<file path="src/rtl/uart_pkg.sv">
// Shared UART types and defaults: line FSM state encoding, default baud divisor and FIFO depth.
// Latency: none (types and constants only).
// Backpressure: none (types and constants only).
package uart_pkg;

  // 100 MHz core clock / 115200 baud
  localparam int DEF_CLKS_PER_BIT = 868;
  localparam int DEF_FIFO_DEPTH   = 16;

  // Baud counter width covers the full legal CLKS_PER_BIT range (up to 65535)
  localparam int BAUD_W = 16;

  // Common state encoding for both the transmit and receive line FSMs
  typedef enum logic [1:0] {
    IDLE  = 2'd0,
    START = 2'd1,
    DATA  = 2'd2,
    STOP  = 2'd3
  } uart_state_t;

endpackage

</file>
<file path="src/rtl/sync_fifo.sv">
// Byte-wide synchronous FIFO with an extra pointer MSB so all DEPTH entries are usable.
// Latency: a pushed byte is visible on pop_data the cycle after the push; read data is combinational from the head.
// Backpressure: push while full is ignored unless a pop happens in the same cycle; pop while empty is ignored.
module sync_fifo #(
  parameter int DEPTH = 16
) (
  input  logic       clk,
  input  logic       reset,
  input  logic       push,
  input  logic [7:0] push_data,
  input  logic       pop,
  output logic [7:0] pop_data,
  output logic       full,
  output logic       empty
);

  localparam int AW = $clog2(DEPTH);

  logic [7:0]  mem [DEPTH];
  logic [AW:0] wr_ptr;
  logic [AW:0] rd_ptr;
  logic        do_push;
  logic        do_pop;

  // Pointers differ only in the wrap bit when the FIFO holds DEPTH entries
  assign empty    = (wr_ptr == rd_ptr);
  assign full     = (wr_ptr[AW] != rd_ptr[AW]) && (wr_ptr[AW-1:0] == rd_ptr[AW-1:0]);
  assign do_pop   = pop && !empty;
  assign do_push  = push && (!full || do_pop);
  assign pop_data = mem[rd_ptr[AW-1:0]];

  // Storage write; contents need no reset because the pointers gate visibility
  always_ff @(posedge clk) begin
    if (do_push) begin
      mem[wr_ptr[AW-1:0]] <= push_data;
    end
  end

  // Pointer update; simultaneous push and pop both advance, leaving occupancy unchanged
  always_ff @(posedge clk) begin
    if (reset) begin
      wr_ptr <= '0;
      rd_ptr <= '0;
    end else begin
      if (do_push) begin
        wr_ptr <= wr_ptr + 1'b1;
      end
      if (do_pop) begin
        rd_ptr <= rd_ptr + 1'b1;
      end
    end
  end

endmodule

</file>
<file path="src/rtl/uart_io_unit.sv">
// 8N1 UART bridging the exec element's OUT/IN handshakes to txd/rxd through a TX FIFO and an RX FIFO.
// Latency: OUT accept pulses uart_in_ready next cycle, txd start edge 2 cycles later when idle; IN delivers 2 cycles after the RX stop sample.
// Backpressure: OUT stalls (uart_in_ready low) while TX FIFO is full; IN stalls while RX FIFO is empty; RX bytes are dropped when RX FIFO is full.
module uart_io_unit
  import uart_pkg::*;
#(
  parameter int CLKS_PER_BIT = DEF_CLKS_PER_BIT,
  parameter int FIFO_DEPTH   = DEF_FIFO_DEPTH
) (
  input  logic       clk,
  input  logic       reset,
  input  logic [7:0] uart_in_data,
  input  logic       uart_in_valid,
  output logic       uart_in_ready,
  input  logic       uart_out_valid,
  output logic [7:0] uart_out_data,
  output logic       uart_out_ready,
  input  logic       rxd,
  output logic       txd,
  output logic       rx_overflow,
  output logic       rx_frame_err
);

  // Last count of a full bit period, and of the half period used to centre the RX sample point
  localparam logic [BAUD_W-1:0] BIT_LAST  = BAUD_W'(CLKS_PER_BIT - 1);
  localparam logic [BAUD_W-1:0] HALF_LAST = BAUD_W'(CLKS_PER_BIT / 2 - 1);

  // ---------------------------------------------------------------------------
  // TX side
  // ---------------------------------------------------------------------------
  logic              tx_push;
  logic              tx_pop;
  logic [7:0]        tx_fifo_data;
  logic              tx_full;
  logic              tx_empty;
  uart_state_t       tx_state;
  logic [BAUD_W-1:0] tx_baud;
  logic [2:0]        tx_bit;
  logic [7:0]        tx_shift;
  logic              tx_baud_end;

  // A request is taken only when no acceptance pulse is outstanding, so a held valid pushes once
  assign tx_push     = uart_in_valid && !uart_in_ready && !tx_full;
  assign tx_baud_end = (tx_baud == BIT_LAST);

  sync_fifo #(
    .DEPTH (FIFO_DEPTH)
  ) u_tx_fifo (
    .clk       (clk),
    .reset     (reset),
    .push      (tx_push),
    .push_data (uart_in_data),
    .pop       (tx_pop),
    .pop_data  (tx_fifo_data),
    .full      (tx_full),
    .empty     (tx_empty)
  );

  // Registered one-cycle OUT acceptance pulse
  always_ff @(posedge clk) begin
    if (reset) begin
      uart_in_ready <= 1'b0;
    end else begin
      uart_in_ready <= tx_push;
    end
  end

  // Pop the next byte when leaving IDLE or at the end of a stop bit, so frames run back to back
  always_comb begin
    tx_pop = 1'b0;
    case (tx_state)
      IDLE:    tx_pop = !tx_empty;
      STOP:    tx_pop = tx_baud_end && !tx_empty;
      default: tx_pop = 1'b0;
    endcase
  end

  // TX line FSM; txd is registered from the current state, trailing the state by one cycle
  always_ff @(posedge clk) begin
    if (reset) begin
      tx_state <= IDLE;
      tx_baud  <= '0;
      tx_bit   <= '0;
      tx_shift <= '0;
      txd      <= 1'b1;
    end else begin
      case (tx_state)
        START:   txd <= 1'b0;
        DATA:    txd <= tx_shift[0];
        default: txd <= 1'b1;
      endcase

      case (tx_state)
        IDLE: begin
          tx_baud <= '0;
          tx_bit  <= '0;
          if (tx_pop) begin
            tx_shift <= tx_fifo_data;
            tx_state <= START;
          end
        end
        START: begin
          if (tx_baud_end) begin
            tx_baud  <= '0;
            tx_state <= DATA;
          end else begin
            tx_baud <= tx_baud + 1'b1;
          end
        end
        DATA: begin
          if (tx_baud_end) begin
            tx_baud  <= '0;
            tx_shift <= {1'b0, tx_shift[7:1]};
            if (tx_bit == 3'd7) begin
              tx_bit   <= '0;
              tx_state <= STOP;
            end else begin
              tx_bit <= tx_bit + 1'b1;
            end
          end else begin
            tx_baud <= tx_baud + 1'b1;
          end
        end
        STOP: begin
          if (tx_baud_end) begin
            tx_baud <= '0;
            if (tx_pop) begin
              tx_shift <= tx_fifo_data;
              tx_state <= START;
            end else begin
              tx_state <= IDLE;
            end
          end else begin
            tx_baud <= tx_baud + 1'b1;
          end
        end
        default: tx_state <= IDLE;
      endcase
    end
  end

  // ---------------------------------------------------------------------------
  // RX side
  // ---------------------------------------------------------------------------
  logic [1:0]        rx_sync;
  logic              rx_s;
  logic              rx_prev;
  logic              rx_push;
  logic              rx_pop;
  logic [7:0]        rx_fifo_data;
  logic              rx_full;
  logic              rx_empty;
  uart_state_t       rx_state;
  logic [BAUD_W-1:0] rx_baud;
  logic [2:0]        rx_bit;
  logic [7:0]        rx_shift;
  logic              rx_baud_end;
  logic              rx_stop_sample;

  assign rx_s           = rx_sync[1];
  assign rx_baud_end    = (rx_baud == BIT_LAST);
  assign rx_stop_sample = (rx_state == STOP) && rx_baud_end;
  // A good stop bit lands the byte only if there is room; otherwise it is counted as overflow
  assign rx_push        = rx_stop_sample && rx_s && !rx_full;
  // Delivery is taken only when no delivery pulse is outstanding
  assign rx_pop         = uart_out_valid && !uart_out_ready && !rx_empty;

  sync_fifo #(
    .DEPTH (FIFO_DEPTH)
  ) u_rx_fifo (
    .clk       (clk),
    .reset     (reset),
    .push      (rx_push),
    .push_data (rx_shift),
    .pop       (rx_pop),
    .pop_data  (rx_fifo_data),
    .full      (rx_full),
    .empty     (rx_empty)
  );

  // Two-flop synchronizer for the asynchronous line plus a delayed copy for falling-edge detection
  always_ff @(posedge clk) begin
    if (reset) begin
      rx_sync <= 2'b11;
      rx_prev <= 1'b1;
    end else begin
      rx_sync <= {rx_sync[0], rxd};
      rx_prev <= rx_s;
    end
  end

  // RX line FSM: centre on the start bit, sample each bit mid-period, judge the stop bit
  always_ff @(posedge clk) begin
    if (reset) begin
      rx_state     <= IDLE;
      rx_baud      <= '0;
      rx_bit       <= '0;
      rx_shift     <= '0;
      rx_overflow  <= 1'b0;
      rx_frame_err <= 1'b0;
    end else begin
      case (rx_state)
        IDLE: begin
          rx_baud <= '0;
          rx_bit  <= '0;
          if (rx_prev && !rx_s) begin
            rx_state <= START;
          end
        end
        START: begin
          if (rx_baud == HALF_LAST) begin
            rx_baud <= '0;
            // A line already back high at mid-start is a glitch, not a frame
            rx_state <= rx_s ? IDLE : DATA;
          end else begin
            rx_baud <= rx_baud + 1'b1;
          end
        end
        DATA: begin
          if (rx_baud_end) begin
            rx_baud  <= '0;
            rx_shift <= {rx_s, rx_shift[7:1]};
            if (rx_bit == 3'd7) begin
              rx_bit   <= '0;
              rx_state <= STOP;
            end else begin
              rx_bit <= rx_bit + 1'b1;
            end
          end else begin
            rx_baud <= rx_baud + 1'b1;
          end
        end
        STOP: begin
          if (rx_baud_end) begin
            rx_baud  <= '0;
            rx_state <= IDLE;
            if (!rx_s) begin
              rx_frame_err <= 1'b1;
            end else if (rx_full) begin
              rx_overflow <= 1'b1;
            end
          end else begin
            rx_baud <= rx_baud + 1'b1;
          end
        end
        default: rx_state <= IDLE;
      endcase
    end
  end

  // Registered IN delivery: byte and one-cycle pulse
  always_ff @(posedge clk) begin
    if (reset) begin
      uart_out_ready <= 1'b0;
      uart_out_data  <= '0;
    end else begin
      uart_out_ready <= rx_pop;
      if (rx_pop) begin
        uart_out_data <= rx_fifo_data;
      end
    end
  end

endmodule

</file>
<file path="config.mk">
export PLATFORM = sky130hd
export DESIGN_NAME = uart_io_unit
export DESIGN_NICKNAME = d
export VERILOG_FILES = /design/src/rtl/uart_pkg.sv /design/src/rtl/sync_fifo.sv /design/src/rtl/uart_io_unit.sv
export SDC_FILE = /design/constraint.sdc
export NUM_CORES = 1
export LEC_CHECK = 0
export BUFFER_PORTS_ARGS = -buffer_cell sky130_fd_sc_hd__buf_2
export CAP_MARGIN = 20
export CORE_ASPECT_RATIO = 1.1
export CORE_MARGIN = 5
export CORE_UTILIZATION = 30
export CTS_BUF_LIST = sky130_fd_sc_hd__clkbuf_4
export DETAILED_ROUTE_END_ITERATION = 6
export PLACE_DENSITY = 0.54
export SLEW_MARGIN = 10
export SYNTH_ARGS = -nofsm -noshare
export SYNTH_HDL_FRONTEND = slang
export SYNTH_SLANG_ARGS = --single-unit
export TNS_END_PERCENT = 100
</file>
<file path="constraint.sdc">
create_clock -name clk -period 4.9 [get_ports clk]
set_input_delay 0.245 -clock clk [delete_from_list [all_inputs] [get_ports clk]]
set_output_delay 0.245 -clock clk [all_outputs]
set_load 0.01 [all_outputs]
</file>
==> flow_summary.json <==
{
  "cts_htree_levels": 3,
  "nets": 1081,
  "via_per_inst": 4.611,
  "yosys_warnings": 0,
  "p_switching_mw": 1.661,
  "cp_max_fo": 11,
  "ir_drop_mv": 0.2345,
  "place_congestion": 0.7878,
  "arrival_ns": 3.33,
  "pin_count": 26,
  "die_x_um": 219.3,
  "first_iter_violations": 572,
  "die-area_mm2": 0.05269,
  "cts_tree": "yes",
  "synth-main-ff-cell": "edfxtp_1",
  "grt_pass1_vias": 8493,
  "hold_class": "primary input to register",
  "p_sw_share_pct": 25.31,
  "grt_pass1_wl_mm": 48.59,
  "clk_pin_slew_ns": 0.07,
  "drc_errors": 0,
  "final.setup.worst_slack_ns": 1.952,
  "seq_power_share_pct": 50.8,
  "mostFrequentLayoutCell": "edfxtp_1",
  "finalHoldViolations": 0,
  "pre_cts_ws_ns": 1.836,
  "p_int_mw": 4.901,
  "dr.pass1.iters": 6,
  "rows": 84,
  "worst_skew_pair.late_latency_ns": 0.79,
  "status": "finished, final reports clean",
  "period_minus_slack_ns": 2.948,
  "grt_overflow": 0,
  "synth_async_sr_flop_share_pct": 0,
  "synth_fp_nets": 980,
  "numClockSinks": 354,
  "core-area_mm2": 0.04772,
  "initial_core_util_pct": 30.30,
  "start_kind": "register",
  "antenna_found_initial": 1,
  "filler_cell_count": 4707,
  "worst_slew_pin_slew_ns": 1.081,
  "cp_data_required_time_ns": 5.28,
  "mostFrequentLayoutCells": "edfxtp_1, clkbuf_4, nor2_1, dfxtp_1, mux4_2",
  "slew_headroom_pct": 27.64,
  "io_buffers": 25,
  "finClkSkew_ns": 0.06039,
  "endpoint_kind": "register",
  "avgRoutedWirePerCell_um": 17.45,
  "maxCapViolCount": 0,
  "power_frac_comb_pct": 10.4,
  "synth_area_mm2": 0.01446,
  "grt_max_degree": 41,
  "clockPowerShare_pct": 38.8,
  "yosysSeqAreaShare_pct": 66.74,
  "max_freq_mhz": 339.3,
  "layout-drive-gt1-share_pct": 24.13,
  "hpwl_mm": 19.59,
  "ys_types": 57,
  "tns_ns": 0,
  "cts_buffer_depth": 3,
  "synth-edff-count": 256,
  "grt_usage_pct": 12.00,
  "p_per_area_mw_per_mm2": 396.0,
  "synthToLayoutAreaGrowth_pct": 14.61,
  "wl_mm": 30.87,
  "synthesis.instances": 945,
  "synth_seq_cells": 354,
  "cts_setup_buffers": 0,
  "maxSlewViolCount": 0,
  "vias": 8156,
  "p_leak_nw": 5.287,
  "setup_viol": 0,
  "critPathKind": "register to register",
  "cts_root_buffer": "clkbuf_4",
  "die_y_um": 240.3,
  "finalCritPeriodShare_pct": 60.15,
  "rsz0062_at_grt": "false",
  "cts_buffers": 94,
  "avgSynthCellArea_um2": 15.30,
  "ant_nets": 0
}
## repair_timing
item | in CTS | in global routing
resized for setup | 0 | 0
hold buffers | 12 | 0
endpoints found under the hold margin | 151 | 0
## synth_stat cells, types with 5 or more instances
library cell,number,share of area [%]
a211oi_1,16,0.83
a21oi_1,18,0.62
and3_1,9,0.39
buf_2,8,0.28
buf_4,5,0.26
buf_6,7,0.55
clkbuf_1,22,0.57
dfxtp_1,98,14
edfxtp_1,256,53
ha_1,22,1.9
inv_1,22,0.57
mux2_2,12,0.93
mux2i_1,29,2.0
mux4_2,66,10
nand2_1,33,0.86
nand2b_1,10,0.43
nand3_1,18,0.62
nand4_1,15,0.65
nor2_1,119,3.1
nor2b_1,7,0.30
nor3_1,17,0.59
nor4_1,6,0.26
o21ai_0,9,0.31
o21bai_1,5,0.26
o221ai_1,6,0.36
o31ai_1,5,0.26
or2_2,5,0.22
or3_1,5,0.22
xnor2_1,30,1.8
xor2_1,17,1.0
## power by group through the flow
stage / Combinational [mW] / Clock, mW / Sequential, mW
2_1_floorplan: 0.570 / 0 / 3.34
3_3_place_gp: 0.675 / 0 / 3.40
3_5_place_dp: 0.680 / 0 / 3.40
4_1_cts: 0.691 / 2.65 / 3.34
5_1_grt: 0.756 / 2.85 / 3.34
6_report: 0.684 / 2.54 / 3.33
## cells by family (layout without fill, tap and decap cells)
family                   after synthesis  after routing  synth area share (%)
AO/OA/AOI/OAI                         89             89                 4.413
XOR/XNOR                              47             47                 2.847
adder cells (fa/ha/maj)               22             22                 1.904
buffers and inverters                 66            244                 2.276
flip-flops                           354            354                 66.74
multiplexers                         108            108                 13.30
other                                  0              1                     0
AND/OR/NAND/NOR                      259            259                 8.524
## through the flow
stage / power (mW) / std cells / utilization (%) / cell area [µm²] / hold WS [ns]
after CTS: 6.680 / 1766 / 34.70 / 16560 / 0.1340
after global routing: 6.951 / 1769 / 34.73 / 16570 / 0.1585
after detailed placement: 4.083 / 1581 / 31.91 / 15220 / 0.4015
after floorplan: 3.911 / 945 / - / 14460 / 0.3439
after global placement: 4.076 / 1580 / 31.90 / 15220 / 0.3988
final: 6.562 / 1769 / 34.73 / 16570 / 0.2285
## final cells by class
class / count / area [µm²] / share of cell area (%)
diodes: 1 / 2.502 / 0.01510
well taps: 645 / 807.0 / 4.870
multi-input cells: 525 / 4487 / 27.08
inverters: 23 / 86.33 / 0.5210
flip-flops and latches: 354 / 9654 / 58.26
repair buffers: 48 / 320.3 / 1.933
clock buffers: 130 / 975.9 / 5.889
clock inverters: 43 / 237.7 / 1.435
## sequential cells by signal (all words and copies together) (netlist names), named ones only
| register | count |
|---|---|
| rx_sync | 2 |
| tx_baud | 16 |
| u_tx_fifo.wr_ptr | 5 |
| uart_out_data | 8 |
| uart_out_ready | 1 |
| tx_shift | 8 |
| tx_bit | 3 |
| rx_state | 1 |
| u_tx_fifo.mem | 128 |
| txd | 1 |
| uart_in_ready | 1 |
| rx_baud | 16 |
| rx_frame_err | 1 |
| rx_bit | 3 |
| u_rx_fifo.rd_ptr | 5 |
| tx_state | 2 |
| rx_shift | 8 |
| rx_overflow | 1 |
| rx_prev | 1 |
| u_tx_fifo.rd_ptr | 5 |
| u_rx_fifo.mem | 128 |
| u_rx_fifo.wr_ptr | 5 |
## worst max-delay path, cell delays in order (launching register included)
cell      delay [ns]
dfxtp_1         0.39
nor4bb_1        0.39
and3_1          0.25
o2111a_1        0.47
nand2_1         0.23
nor3_1          0.83
## routing by layer
layer / wire length [µm] / vias to the layer above / track usage [%] / part of all wire [%]
li1: - / 3877 / - / -
met1: 13870 / 4090 / 15.40 / 45
met2: 15260 / 145 / 19.85 / 49
met3: 1256 / 44 / 3.375 / 4.1
met4: 488 / 0 / 3.692 / 1.6
met5: 0 / - / 0 / 0
## final timing paths
check | start | endpoint | slack [ns] | cells after the start
max | rx_baud[5] | u_rx_fifo.mem[0][3] | 1.95 | 5
min | rxd | rx_sync[0] | 0.23 | 3
max reg2reg | rx_baud[5] | u_rx_fifo.mem[0][3] | 1.95 | 5
min reg2reg | rx_sync[0] | rx_sync[1] | 0.42 | 1
Power figures use the tool's default switching activity.
